`config.mk`:
```
export PLATFORM = sky130hd
export DESIGN_NAME = mul_32
export DESIGN_NICKNAME = d
export VERILOG_FILES = /design/src/rtl/mul_32.sv
export SDC_FILE = /design/constraint.sdc
export NUM_CORES = 1
export LEC_CHECK = 0
export CORE_ASPECT_RATIO = 0.5
export CORE_MARGIN = 4
export CORE_UTILIZATION = 51
export CTS_CLUSTER_DIAMETER = 120
export DETAILED_ROUTE_END_ITERATION = 7
export HOLD_SLACK_MARGIN = 0.02
export PLACE_DENSITY = 0.77
export SLEW_MARGIN = 15
export SYNTH_ARGS = -nofsm -noshare
export SYNTH_HDL_FRONTEND = slang
export SYNTH_SLANG_ARGS = --single-unit
```
`constraint.sdc`:
```
create_clock -name clk -period 3.15 [get_ports clk]
set_input_delay 0.4725 -clock clk [delete_from_list [all_inputs] [get_ports clk]]
set_output_delay 0.4725 -clock clk [all_outputs]
set_load 0.01 [all_outputs]
```
`src/rtl/mul_32.sv`:
```
// Sequential signed multiplier: radix-2 shift-add on operand magnitudes,
// then a sign fix-up, with a start/busy/done handshake.
module mul_32 #(
    parameter int N = 32
) (
    input  logic           clk,
    input  logic           rst,
    input  logic           start,
    input  logic [N-1:0]   A,
    input  logic [N-1:0]   B,
    output logic [2*N-1:0] P,
    output logic           busy,
    output logic           done
);

    localparam int CW = $clog2(N + 1);

    typedef enum logic [1:0] {IDLE, CALC, FIX} state_t;

    state_t          state_q, state_d;
    logic [CW-1:0]   cnt_q, cnt_d;
    logic [2*N-1:0]  acc_q, acc_d;
    logic [N-1:0]    ma_q, ma_d;
    logic            neg_q, neg_d;
    logic [2*N-1:0]  p_q, p_d;
    logic            done_q, done_d;
    logic [N:0]      sum;

    // |-2^(N-1)| wraps to 2^(N-1), which is correct as an unsigned magnitude.
    function automatic logic [N-1:0] magnitude(input logic [N-1:0] x);
        return x[N-1] ? -x : x;
    endfunction

    function automatic logic [2*N-1:0] apply_sign(input logic [2*N-1:0] m, input logic neg);
        return neg ? -m : m;
    endfunction

    always_ff @(posedge clk) begin
        if (rst) begin
            state_q <= IDLE;
            cnt_q   <= '0;
            p_q     <= '0;
            done_q  <= 1'b0;
        end else begin
            state_q <= state_d;
            cnt_q   <= cnt_d;
            p_q     <= p_d;
            done_q  <= done_d;
        end
    end

    always_ff @(posedge clk) begin
        acc_q <= acc_d;
        ma_q  <= ma_d;
        neg_q <= neg_d;
    end

    always_comb begin
        state_d = state_q;
        case (state_q)
            IDLE:    if (start) state_d = CALC;
            CALC:    if (cnt_q == CW'(1)) state_d = FIX;
            FIX:     state_d = IDLE;
            default: state_d = IDLE;
        endcase
    end

    always_comb begin
        cnt_d  = cnt_q;
        acc_d  = acc_q;
        ma_d   = ma_q;
        neg_d  = neg_q;
        p_d    = p_q;
        done_d = 1'b0;
        sum    = {1'b0, acc_q[2*N-1:N]};
        case (state_q)
            IDLE: begin
                if (start) begin
                    neg_d = A[N-1] ^ B[N-1];
                    ma_d  = magnitude(A);
                    acc_d = {{N{1'b0}}, magnitude(B)};
                    cnt_d = CW'(N);
                end
            end
            CALC: begin
                // The carry out of the add becomes the new MSB of the shifted accumulator.
                if (acc_q[0]) sum = {1'b0, acc_q[2*N-1:N]} + {1'b0, ma_q};
                acc_d = {sum, acc_q[N-1:1]};
                cnt_d = cnt_q - CW'(1);
            end
            FIX: begin
                p_d    = apply_sign(acc_q, neg_q);
                done_d = 1'b1;
            end
            default: ;
        endcase
    end

    always_comb begin
        busy = (state_q != IDLE);
        done = done_q;
        P    = p_q;
    end

endmodule

```
==> impl_metrics.tcl <==
set metrics [dict create \
    holdWs_ns 0.4504 \
    slew_viol_final 0 \
    numCtsBuffers 17 \
    finalCriticalPeriod_ns 3.063 \
    post_drt_wl_per_cell_um 17.50 \
    n_fill_cell 1564 \
    crit_path_cell_trace "ha_1, fa_1, a211oi_2, o21ai_0, a221oi_2, o221ai_2, a211oi_2, nor2b_1, a2111oi_2, nor3_1" \
    rsz0062_at_grt "yes" \
    placementRows 36 \
    syn_avg_cell_area_um2 9.135 \
    synth-main-ff-cell "edfxtp_1" \
    grt_pass1_wl_um 44570 \
    htree_levels 4 \
    max_stage_delay_ns 0.41 \
    cp.required_ns 3.33 \
    setup_tns_ns 0 \
    ant_nets 0 \
    end_kind "flop" \
    setup_viol 0 \
    cts_sinks 170 \
    syn_area_um2 10410 \
    grt_pass1_vias 8810 \
    grt_overflow 0 \
    p_leak_nw 4.862 \
    yosysSeqAreaShare_pct 42.00 \
    drive_gt1_share_pct 10.20 \
    final_util_pct 66.21 \
    critPathBufInv 0 \
    drt_pre_antenna_iters 5 \
    numPortBuffers 132 \
    viasPerCell 5.839 \
    die_h_um 109.0 \
    finClkSkew_ns 0.01389 \
    antenna_found_initial 0 \
    hp-class "flop to flop" \
    cts_root_buf "clkbuf_16" \
    finalHoldViolations 0 \
    io_pins 133 \
    diodes 0 \
    r2r_setup_slack_ns 0.09 \
    cp_max_fo 3 \
    grt_usage_pct 23.99 \
    dr_total_vias 9284 \
    cpLargestDelayFamily "compound AO/OA/AOI/OAI gates" \
    layout.area.seq_um2 4374 \
    area_growth_pct 25.72 \
    ys_seq_elements 170 \
    synthCells 1140 \
    critical_path_class "flop to flop" \
    max-vdd-ir-drop_mv 0.3310 \
    tightest_slew_ns 0.9407 \
    crit_top_cell "a211oi_2" \
    ys_warn_count 0 \
    place_hpwl_um 20420 \
    synth-async-reset-ratio_pct 0 \
    dieArea_um2 22910 \
    cts_tree "done" \
    clockBufferDepth 2 \
    multiInputGateArea_um2 5846 \
    initial_core_util_pct 52.66 \
    clk_latency_ns 0.43 \
    drc 0 \
    clk_pin_slew_ns 0.06 \
    die_w_um 210.1 \
    routabilityCongestion 0.9576 \
    fmax_mhz 326.5 \
    fin_crit_sh_pct 97.25 \
    cp.arrival_ns 3.24 \
    coreArea_um2 19770 \
    drt_iter0_drc 734 \
    synth_cell_types 55 \
    status "complete, no violations" \
    wirelength_um 27830 \
    slowest_stage "edfxtp_1" \
    num-nets-final 1416 \
    cp-start-kind "flop" \
    max_slew_margin_pct 37.09 \
    syn-num-nets 1245 \
    drv_cap 0 \
    synth_edf_count 97 \
    grt_max_degree 75 \
    powerDensity_nw_per_um2 516.5 \
]
where the power goes:
group          internal [mW]  leakage [nW]  total (mW)  switching, mW
Sequential              2.61          1.56        2.80          0.197
Combinational          0.850          3.03        1.96           1.11
Clock                   1.14         0.275        1.99          0.857
Total                   4.59          4.86        6.76           2.17
path summary, 6_finish.rpt:
| check | from | to | depth (start not counted) |
|---|---|---|---|
| min | P[52]$_SDFFE_PP0P_ | P[52]$_SDFFE_PP0P_ | 2 |
| max reg2reg | acc_q[32]$_SDFFCE_PN0P_ | acc_q[63]$_SDFFCE_PN0P_ | 10 |
| min reg2reg | P[52]$_SDFFE_PP0P_ | P[52]$_SDFFE_PP0P_ | 2 |
| max | acc_q[32]$_SDFFCE_PN0P_ | acc_q[63]$_SDFFCE_PN0P_ | 10 |
repair_timing:
action | in CTS | in global routing
setup buffers | 0 | 3
pin swaps | 0 | 6
hold buffers | 0 | 0
gates resized for setup | 0 | 14
endpoints found under the setup margin | 1 | 18
cell usage after synthesis (10+ instances only):
library cell	instances	area, um^2
a211oi_1	55	412.9
a21o_1	16	120.1
a21oi_1	43	215.2
clkbuf_1	50	187.7
dfxtp_1	73	1461
edfxtp_1	97	2913
ha_1	37	462.9
inv_1	19	71.32
mux2i_1	18	180.2
nand2_1	131	491.7
nand2b_1	10	62.56
nand3_1	26	130.1
nand4_1	12	75.07
nor2_1	98	367.9
nor2b_1	12	75.07
nor3_1	23	115.1
nor4_1	12	75.07
o21ai_0	106	530.5
o31ai_1	35	262.8
o41ai_1	18	157.7
or3_1	18	112.6
or4_1	15	112.6
xnor2_1	51	446.7
xor2_1	93	814.5
stage by stage:
step / area, um^2 / power, mW / cells / setup WS [ns]
after CTS: 13010 / 6.722 / 1587 / -0.01234
after floorplan: 10430 / 4.051 / 1140 / 0.05160
after global placement: 12450 / 4.644 / 1555 / -0.001639
after detailed placement: 12450 / 4.723 / 1555 / -0.05749
after global routing: 13090 / 7.091 / 1590 / -0.05228
final: 13090 / 6.763 / 1590 / 0.08674
logic make-up (layout without fill, tap and decap cells):
kind of cell,after synthesis,after routing,share of synthesized area (%)
AO/OA/AOI/OAI,309,309,19.12
XOR/XNOR,144,144,12.11
adder cells (fa/ha/maj),38,38,4.638
buffers and inverters,77,261,2.787
flip-flops,170,170,42.00
multiplexers,18,18,1.730
AND/OR/NAND/NOR,384,384,17.61
flip-flops by register name, summed over array words and instances, names as in the netlist:
register,flops
neg_q,1
cnt_q,6
done,1
acc_q,64
state_q,2
ma_q,32
P,64
metal layers:
| metal | track usage (%) | up-vias | routed length, um |
|---|---|---|---|
| met2 | 39.44 | 336 | 12870 |
| met4 | 6.422 | 0 | 463 |
| met5 | 0 | - | 0 |
| met1 | 32.72 | 4344 | 12440 |
| met3 | 4.829 | 47 | 2054 |
| li1 | - | 4557 | - |
cell usage in the layout (no fill, tap or decap), types with 3 or more instances in the layout:
cell / netlist / final
clkdlybuf4s50_1: 0 / 131
or3_1: 18 / 17
buf_4: 0 / 77
nand4_1: 12 / 12
a21o_1: 16 / 16
ha_1: 37 / 37
or4_4: 4 / 5
o311ai_0: 3 / 3
clkbuf_1: 50 / 4
xnor2_1: 51 / 51
nor2b_1: 12 / 10
inv_1: 19 / 19
o21a_1: 3 / 3
clkbuf_16: 0 / 19
nor2_1: 98 / 98
o21ai_1: 4 / 6
nand2_1: 131 / 130
a211oi_2: 0 / 4
a211oi_1: 55 / 51
and3_1: 6 / 6
dfxtp_1: 73 / 73
o211ai_1: 3 / 3
mux2i_1: 18 / 18
nand4b_1: 4 / 4
o21bai_1: 5 / 5
o31ai_1: 35 / 34
nand2b_1: 10 / 10
nor3_1: 23 / 21
xor2_1: 93 / 93
clkinv_2: 0 / 5
or2_2: 5 / 5
a21oi_1: 43 / 43
o21ai_0: 106 / 104
o41ai_1: 18 / 17
nand3_1: 26 / 26
or4_1: 15 / 14
edfxtp_1: 97 / 97
nor4_1: 12 / 12
worst reg2reg max path, stage by stage (launching register included):
cell and delay, ns:
edfxtp_1 0.41, ha_1 0.25, fa_1 0.41, a211oi_2 0.26
o21ai_0 0.16, a221oi_2 0.39, o221ai_2 0.18, a211oi_2 0.24
nor2b_1 0.09, a2111oi_2 0.33, nor3_1 0.08
area by class of cell:
cell class              count  share of cell area, %
clock buffers              25                  3.956
flip-flops and latches    170                  33.41
well taps                 266                  2.542
repair buffers            210                  14.62
multi-input cells         893                  44.65
clock inverters             7                 0.2771
inverters                  19                 0.5447
No activity file was read; power rests on OpenSTA's default activity.
